<file path="src/rtl/fpu_pkg.sv">
// Shared FPU controller widths, default latencies and tag type.
package fpu_pkg;

  localparam int FDIV_LATENCY = 10;
  localparam int FP_W         = 32;
  localparam int FDIV_TAG_W   = 6;

  typedef logic [FDIV_TAG_W-1:0] fdiv_tag_t;

endpackage

</file>
<file path="src/rtl/fpu_result_fifo.sv">
// Synchronous first-word-fall-through result FIFO supporting any depth >= 1.
// Latency: a pushed word appears at dout the cycle after the push edge.
// Backpressure: push is legal only when !full or popping in the same cycle; overflow fires an assertion.
module fpu_result_fifo
  import fpu_pkg::*;
#(
  parameter int WIDTH = FP_W + FDIV_TAG_W,
  parameter int DEPTH = 4,
  localparam int PW = (DEPTH > 1) ? $clog2(DEPTH) : 1,
  localparam int CW = $clog2(DEPTH + 1)
) (
  input  logic             clk,
  input  logic             rst,
  input  logic             clr,
  input  logic             push,
  input  logic [WIDTH-1:0] din,
  input  logic             pop,
  output logic [WIDTH-1:0] dout,
  output logic             full,
  output logic             empty,
  output logic [CW-1:0]    count
);

  logic [WIDTH-1:0] mem [DEPTH];
  logic [PW-1:0]    wr_ptr;
  logic [PW-1:0]    rd_ptr;
  logic             do_push;
  logic             do_pop;

  // Explicit wrap keeps non-power-of-two depths correct.
  function automatic logic [PW-1:0] ptr_inc(input logic [PW-1:0] p);
    return (p == PW'(DEPTH - 1)) ? '0 : p + PW'(1);
  endfunction

  assign empty   = (count == '0);
  assign full    = (count == CW'(DEPTH));
  assign do_pop  = pop & ~empty;
  assign do_push = push & (~full | do_pop);
  assign dout    = empty ? '0 : mem[rd_ptr];

  always_ff @(posedge clk) begin
    if (rst || clr) begin
      wr_ptr <= '0;
      rd_ptr <= '0;
      count  <= '0;
    end else begin
      assert (!(push && full && !pop));
      if (do_push) wr_ptr <= ptr_inc(wr_ptr);
      if (do_pop)  rd_ptr <= ptr_inc(rd_ptr);
      case ({do_push, do_pop})
        2'b10:   count <= count + CW'(1);
        2'b01:   count <= count - CW'(1);
        default: count <= count;
      endcase
    end
  end

  always_ff @(posedge clk) begin
    if (do_push) mem[wr_ptr] <= din;
  end

endmodule

</file>
<file path="src/rtl/fdiv_issue_ctrl.sv">
// Issues divides into fdiv, carries tags in a latency-matched pipe and buffers results for writeback.
// Latency: result visible on wb_* LATENCY+1 cycles after the issue edge.
// Backpressure: credit counter caps pipe+FIFO occupancy at OUT_DEPTH; req_ready has no path from wb_ready.
module fdiv_issue_ctrl
  import fpu_pkg::*;
#(
  parameter int LATENCY   = FDIV_LATENCY,
  parameter int TAG_W     = FDIV_TAG_W,
  parameter int OUT_DEPTH = 4
) (
  input  logic             clk,
  input  logic             rst,
  input  logic             req_valid,
  output logic             req_ready,
  input  logic [FP_W-1:0]  req_x1,
  input  logic [FP_W-1:0]  req_x2,
  input  logic [TAG_W-1:0] req_tag,
  input  logic             flush,
  output logic [FP_W-1:0]  div_x1,
  output logic [FP_W-1:0]  div_x2,
  input  logic [FP_W-1:0]  div_y,
  output logic             wb_valid,
  input  logic             wb_ready,
  output logic [FP_W-1:0]  wb_data,
  output logic [TAG_W-1:0] wb_tag,
  output logic             busy
);

  localparam int CW = $clog2(OUT_DEPTH + 1);
  localparam int EW = FP_W + TAG_W;

  logic [LATENCY-1:0] pipe_vld;
  logic [TAG_W-1:0]   pipe_tag [LATENCY];
  logic [CW-1:0]      outstanding;
  logic [CW-1:0]      fifo_count;
  logic [EW-1:0]      fifo_dout;
  logic               fifo_full;
  logic               fifo_empty;
  logic               fire;
  logic               pop;

  assign req_ready         = (outstanding < CW'(OUT_DEPTH)) & ~flush;
  assign fire              = req_valid & req_ready;
  assign div_x1            = req_x1;
  assign div_x2            = req_x2;
  assign wb_valid          = ~fifo_empty;
  assign pop               = wb_valid & wb_ready;
  assign {wb_tag, wb_data} = fifo_dout;
  assign busy              = (outstanding != '0);

  // Credit is charged at issue and only returned at writeback, so capture never overflows.
  always_ff @(posedge clk) begin
    if (rst || flush) begin
      pipe_vld    <= '0;
      outstanding <= '0;
    end else begin
      assert (outstanding >= fifo_count);
      assert (!(pipe_vld[LATENCY-1] && fifo_full && !pop));
      pipe_vld[0] <= fire;
      for (int i = 1; i < LATENCY; i++) pipe_vld[i] <= pipe_vld[i-1];
      case ({fire, pop})
        2'b10:   outstanding <= outstanding + CW'(1);
        2'b01:   outstanding <= outstanding - CW'(1);
        default: outstanding <= outstanding;
      endcase
    end
  end

  // Tags need no reset; they are qualified by pipe_vld.
  always_ff @(posedge clk) begin
    pipe_tag[0] <= req_tag;
    for (int i = 1; i < LATENCY; i++) pipe_tag[i] <= pipe_tag[i-1];
  end

  fpu_result_fifo #(
    .WIDTH (EW),
    .DEPTH (OUT_DEPTH)
  ) u_fifo (
    .clk   (clk),
    .rst   (rst),
    .clr   (flush),
    .push  (pipe_vld[LATENCY-1]),
    .din   ({pipe_tag[LATENCY-1], div_y}),
    .pop   (pop),
    .dout  (fifo_dout),
    .full  (fifo_full),
    .empty (fifo_empty),
    .count (fifo_count)
  );

endmodule

</file>
<file path="config.mk">
export PLATFORM = sky130hd
export DESIGN_NAME = fdiv_issue_ctrl
export DESIGN_NICKNAME = d
export VERILOG_FILES = /design/src/rtl/fpu_pkg.sv /design/src/rtl/fpu_result_fifo.sv /design/src/rtl/fdiv_issue_ctrl.sv
export SDC_FILE = /design/constraint.sdc
export NUM_CORES = 1
export LEC_CHECK = 0
export ABC_AREA = 0
export BUFFER_PORTS_ARGS = -buffer_cell sky130_fd_sc_hd__buf_2
export CORE_MARGIN = 2
export CORE_UTILIZATION = 52
export DETAILED_ROUTE_END_ITERATION = 10
export PLACE_DENSITY = 0.87
export SLEW_MARGIN = 40
export SYNTH_ARGS = -nofsm -noshare
export SYNTH_HDL_FRONTEND = slang
export SYNTH_SLANG_ARGS = --single-unit
</file>
<file path="constraint.sdc">
create_clock -name clk -period 3.2 [get_ports clk]
set_clock_uncertainty 0.05 [all_clocks]
set_input_delay 0 -clock clk [delete_from_list [all_inputs] [get_ports clk]]
set_output_delay 0 -clock clk [all_outputs]
set_load 0.1 [all_outputs]
</file>
# After elaboration in Yosys (flattened, before gate mapping)
# Memories as Yosys holds them, arrays and structs flattened. A register that Yosys moved wholly into a read port is not among the register bits.
# Index checks and enable logic that the tools add are counted.
# Widths: inputs -> output; s select.
[word_totals]
word_cells = 44
reg_bits = 20
input_bits = 107
mem_bits_rw = 212
out_inout_bits = 105
n_memories = 2
[memory_table]
columns = ["name", "depth", "width", "rd", "rd_ports_with_merged_regs", "write_ports", "line_no", "text"]
rows = [
  ["u_fifo.mem", 4, 38, 1, 1, 1, "fpu_result_fifo.sv:24", "logic [WIDTH-1:0] mem [DEPTH];"],
  ["pipe_tag", 10, 6, 10, 0, 10, "fdiv_issue_ctrl.sv:33", "logic [TAG_W-1:0] pipe_tag [LATENCY];"],
]
[op_classes]
magnitude_cmp = 1
addsub = 6
bitwise_logic = 9
reduce_logical = 5
muxes = 9
eq_ne = 7
[ops]
columns = ["op", "n"]
rows = [
  ["$mux 38", 1],
  ["$pmux 3 s2", 2],
  ["$eq 2x2->1 const B", 4],
  ["$mux 2", 4],
  ["$add 3x1->3 const B", 2],
  ["$sub 3x1->3 const B", 2],
  ["$and 1x1->1", 5],
  ["$add 2x1->2 const B", 2],
  ["$eq 2x1->1 const B", 2],
  ["$reduce_bool 2->1", 2],
  ["$eq 3x3->1 const B", 1],
  ["$logic_not 3->1", 1],
  ["$lt 3x3->1 const B", 1],
  ["$not 1->1", 3],
  ["$reduce_bool 3->1", 1],
  ["$mux 1", 2],
  ["$logic_or 1x1->1", 1],
  ["$or 1x1->1", 1],
]

# Depth between registers and ports, before layout
[logic_depth]
ltp_word = 8
mapped_depth = 9
ltp_nobuf = 9

# By module
# Synthesis repeated with hierarchy kept, for this count alone.
[unflattened]
cells_unflattened = 473
hier_area_um2 = 8440.6
[by_module_without_submodules]
columns = ["mod", "instances", "seq_area_each_um2", "cells_per_inst", "area_per_inst_um2"]
rows = [
  ["fpu_result_fifo", 1, 4744.6, 306, 6312.3],
  ["fdiv_issue_ctrl", 1, 1461.4, 167, 2128.3],
]

# Worst setup path after synthesis
# OpenSTA, ideal clock, no wires.
[synth_timing]
kind = "reg-to-reg"
start = "register outstanding[2]"
end = "register outstanding[2]"
stages_incl_launch_ff = 9
slack_ns = 0.294
t_required_ns = 3.080
path_buffers = 0
arrival_ns = 2.786
setup_ns = 0.070
period_less_slack_ns = 2.906
path_cell_list = "dfxtp_1 -> nor2_1 -> nand2_1 -> ha_1 -> inv_1 -> fa_1 -> xor2_1 -> or3_1 -> a21oi_1"
[synth_between]
elab_chain_cells = 5
word_cells_on_any_way = 9
cone_classes = "add/sub: 2; order compare: 1; eq/ne: 2; mux: 1; bitwise: 2; reduce/logical: 1"
[synth_rtl]
columns = ["element", "line_no", "text"]
rows = [
  ["start: declaration", "fdiv_issue_ctrl.sv:34", "logic [CW-1:0] outstanding;"],
  ["start signal: assignment", "fdiv_issue_ctrl.sv:62", "2'b10: outstanding <= outstanding + CW'(1);"],
  ["start signal: assignment", "fdiv_issue_ctrl.sv:63", "2'b01: outstanding <= outstanding - CW'(1);"],
  ["start signal: assignment", "fdiv_issue_ctrl.sv:64", "default: outstanding <= outstanding;"],
  ["$lt 3x3->1 (*)", "fdiv_issue_ctrl.sv:42", "assign req_ready = (outstanding < CW'(OUT_DEPTH)) & ~flush;"],
  ["$and 1x1->1 (*)", "fdiv_issue_ctrl.sv:42", ""],
  ["via req_ready", "fdiv_issue_ctrl.sv:14", "output logic req_ready,"],
  ["$and 1x1->1 (*)", "fdiv_issue_ctrl.sv:43", "assign fire = req_valid & req_ready;"],
  ["$eq 2x1->1 or $eq 2x2->1 (tied branches)", "fdiv_issue_ctrl.sv:61", "case ({fire, pop})"],
  ["$pmux 3 s2 or $reduce_bool 2->1 (tied branches)", "-", ""],
]
# The timed path passes the listed nets; every way through them passes the cells marked *.
# A chain may end at the register's enable or synchronous reset.

# Worst setup path after layout
[layout_timing]
start = "register u_fifo.count[2]"
end = "register u_fifo.count[2]"
[layout_between]
elab_chain_cells = 8
word_cells_on_any_way = 14
cone_classes = "add/sub: 2; eq/ne: 3; mux: 1; bitwise: 6; reduce/logical: 2"
[layout_rtl]
columns = ["element", "line_no", "text"]
rows = [
  ["start: declaration", "fpu_result_fifo.sv:21", "output logic [CW-1:0] count"],
  ["start signal: assignment", "fpu_result_fifo.sv:51", "2'b10: count <= count + CW'(1);"],
  ["start signal: assignment", "fpu_result_fifo.sv:52", "2'b01: count <= count - CW'(1);"],
  ["start signal: assignment", "fpu_result_fifo.sv:53", "default: count <= count;"],
  ["$logic_not 3->1", "fpu_result_fifo.sv:35", "assign empty = (count == '0);"],
  ["$not 1->1", "fpu_result_fifo.sv:37, fdiv_issue_ctrl.sv:46", ""],
  ["$and 1x1->1", "fdiv_issue_ctrl.sv:47", "assign pop = wb_valid & wb_ready;"],
  ["$and 1x1->1", "fpu_result_fifo.sv:37", "assign do_pop = pop & ~empty;"],
  ["$or 1x1->1", "fpu_result_fifo.sv:38", "assign do_push = push & (~full | do_pop);"],
  ["$and 1x1->1", "fpu_result_fifo.sv:38", ""],
  ["$eq 2x1->1 or $eq 2x2->1 (tied branches)", "fpu_result_fifo.sv:50", "case ({do_push, do_pop})"],
  ["$pmux 3 s2 or $reduce_bool 2->1 (tied branches)", "-", ""],
]
# Several ways; a longest one is shown, not always the timed one.

==> flow_summary.yaml <==
run_status:
  outcome: "complete, no violations"
route:
  num_vias: 4291
  postRouteAntennaNets: 0
  routed_wl_mm: 15.5
  avgRoutedWirePerCell_um: 18.4
  viasPerCell: 5.08
  first_iter_violations: 256
  drtPass1Iterations: 4
  drc: 0
sta:
  slew_viol_final: 0
  rsz0062_at_grt: "no"
  setup_viol: 0
  fmax_ghz: 0.368
  hold_viol: 0
  tightest_slew_ns: 0.653
  fin_tns_setup_ns: 0
  final.min_clock_period_ns: 2.72
  timing.final.crit_share_pct: 85.0
  relSlewSlack_pct: 56.5
synthesis:
  synth-xor-area-share_pct: 0.419
  synthesis.area_um2: 8350
  yosys.area.top_type: "edfxtp_1"
  synth_cell_type_count: 27
  synth-simple-area-share_pct: 5.26
  seq_area_frac_synth_pct: 74.3
  syn_area_per_cell_um2: 18.1
  synth.area.top_cells: "edfxtp_1 (55%), dfxtp_1 (20%), mux4_2 (10%)"
  synth_top_area_share_pct: 54.7
  yosysWarnings: 0
  muxShareOfSynthArea_pct: 10.4
  synthAdderAreaFrac_pct: 1.53
  synth_top_family_by_area: "multiplexers"
  synth_fp_nets: 578
  synth-compound-area-share_pct: 0.689
  synthCells: 462
  synth_seq_cells: 234
setup_path:
  startpoint_type: "register"
  r2r_setup_slack_ns: 0.48
  end_kind: "register"
  max_stage_delay_ns: 0.53
  crit_path_end: "u_fifo.count[2]"
  r2r_end: "u_fifo.count[2]"
  cp.arrival_ns: 3.09
  cp_common_cell: "inv_1"
  cp_data_required_time_ns: 3.57
  cp-startpoint: "u_fifo.count[2]"
  path_cells: "nor4b_1 > nor2_1 > inv_1 > ha_1 > inv_1 > fa_1 > xor2_1 > or3_1 > a21oi_1"
  crit_fanout: 6
  regToRegStartpoint: "u_fifo.count[2]"
  worstSetupPathType: "register to register"
  r2r_cells: 9
  critPathSlowestCell: "nor4b_1"
final_layout:
  final_common_cell: "edfxtp_1"
  final_nets: 727
  fin_cells: 844
  utilization_pct: 64.1
  multiInputGateArea_um2: 1540
  synthToLayoutAreaGrowth_pct: 21.0
  fillers: 1098
  final_cell_mix: "edfxtp_1 (152), buf_2 (147), dfxtp_1 (80)"
  drive_gt1_share_pct: 38.8
  seq_area_um2: 6210
floorplanning:
  std_cell_rows: 46
  core-area_um2: 15800
  start_util_pct: 53.0
  ios: 212
  die_x_um: 131
  dieArea_um2: 17100
  chipHeight_um: 131
cts:
  cts_tree: "built"
  root_buffer: "clkbuf_16"
  path_clk_slew_ns: 0.06
  cts_setup_buffers: 0
  cts_buffer_depth: 3
  clk_latency_ns: 0.49
  htreeDepth: 1
  cts_sinks: 234
  numCtsBuffers: 23
place:
  hpwl_mm: 9.70
  gp_congestion: 0.746
  port_buffers: 83
  placedCellCount: 696
global_routing:
  grt_overflow_total: 0
  grt_start_max_net_pins: 25
  grt_first_pass_wirelength_mm: 23.3
  antenna_found_initial: 1
  grt_use_total_pct: 17.8
  grt_pass1_vias: 4587
power_and_ir_drop:
  p_switching_mw: 1.47
  p_comb_share_pct: 7.2
  seqPwrFrac_pct: 50.4
  p_leak_nw: 3.78
  internal-power_mw: 5.00
  clock_power_share_pct: 42.4
  powerDensity_nw_per_um2: 640
  peakVddDrop_uv: 465
  sw_frac_of_total_pct: 22.7
hold_path:
  hold_class: "primary input to register"
run:
  max_cap_violations: 0
==> through the flow <==
| step | worst slack (ns) | area, um2 | power, mW | hold WS [ns] |
|---|---|---|---|---|
| floorplan | 0.294 | 8350 | 3.72 | -0.0223 |
| global placement | 0.884 | 8570 | 3.38 | -0.0493 |
| detailed placement | 0.480 | 8580 | 3.39 | -0.0493 |
| CTS | 0.466 | 10400 | 6.55 | 0.0682 |
| global route | 0.302 | 10100 | 6.67 | 0.0794 |
| finish | 0.481 | 10100 | 6.47 | 0.0951 |
==> power by group through the flow <==
stage / Clock [mW] / Sequential, mW / Combinational (mW)
2_1_floorplan: 0 / 3.32 / 0.394
3_3_place_gp: 0 / 3.32 / 0.0562
3_5_place_dp: 0 / 3.33 / 0.0618
4_1_cts: 2.80 / 3.26 / 0.487
5_1_grt: 2.93 / 3.26 / 0.476
6_report: 2.75 / 3.26 / 0.463
==> area by class of cell <==
type,instances,share of cell area (%)
flip-flops and latches,234,61.4
diodes,1,0.0248
clock inverters,13,1.51
well taps,216,2.67
clock buffers,28,6.30
repair buffers,202,12.4
multi-input cells,138,15.2
inverters,12,0.446
==> synthesized netlist by cell type <==
cell,n
mux4_2,38
inv_1,12
o31ai_1,1
or3_1,4
xor2_1,4
nor2b_1,37
nor2_1,10
edfxtp_1,152
nand2_1,5
clkbuf_1,6
buf_2,3
or4_1,1
buf_12,1
nor4b_1,1
and2_1,13
fa_1,2
buf_6,2
mux2i_1,1
nand3_1,1
a21oi_1,6
nor3_2,1
and2b_1,1
dfxtp_1,82
or2_2,1
ha_1,7
buf_4,66
o21ai_0,4
==> worst max-delay path: cells and delay by family, from the launching register on <==
| family | cells | cell delay [ns] |
|---|---|---|
| buffers and inverters | 2 | 0.18 |
| AO/OA/AOI/OAI | 1 | 0.17 |
| XOR/XNOR | 1 | 0.17 |
| AND/OR/NAND/NOR | 3 | 1.09 |
| flip-flops | 1 | 0.43 |
| adder cells (fa/ha/maj) | 2 | 0.56 |
==> sequential cells by signal, summed over array words and instances, names as in the netlist, named ones only <==
signal,count
u_fifo.rd_ptr,2
u_fifo.count,3
pipe_tag,60
u_fifo.mem,152
pipe_vld,10
outstanding,3
u_fifo.wr_ptr,2
==> logic make-up (layout without fill, tap and decap cells) <==
logic type               count (synthesis)  in the layout
flip-flops                             234            234
buffers and inverters                   90            255
AND/OR/NAND/NOR                         75             75
multiplexers                            39             39
AO/OA/AOI/OAI                           11             11
adder cells (fa/ha/maj)                  9              9
XOR/XNOR                                 4              4
other                                    0              1
==> metal layers <==
layer  global-route usage (%)  vias to the layer above  share of wire [%]
li1                         -                     1923                  -
met1                     19.4                     2123                 37
met2                     33.9                      210                 54
met3                     4.11                       35                6.5
met4                     5.94                        0                2.4
met5                        0                        -                  0
==> what timing repair did <==
item	CTS	global route
resized for setup	0	0
hold buffers	106	0
endpoints found under the hold margin	220	0
==> how the worst min path moves through the flow <==
stage               startpoint             end  depth (start not counted)
floorplan           req_tag[0]  pipe_tag[0][0]                          0
global placement     req_x1[4]       div_x1[4]                          0
detailed placement   req_x1[4]       div_x1[4]                          0
CTS                 req_tag[5]  pipe_tag[0][5]                          2
global route        req_tag[3]  pipe_tag[0][3]                          2
finish              req_tag[2]  pipe_tag[0][2]                          2
(Power assumes the default switching activity.)
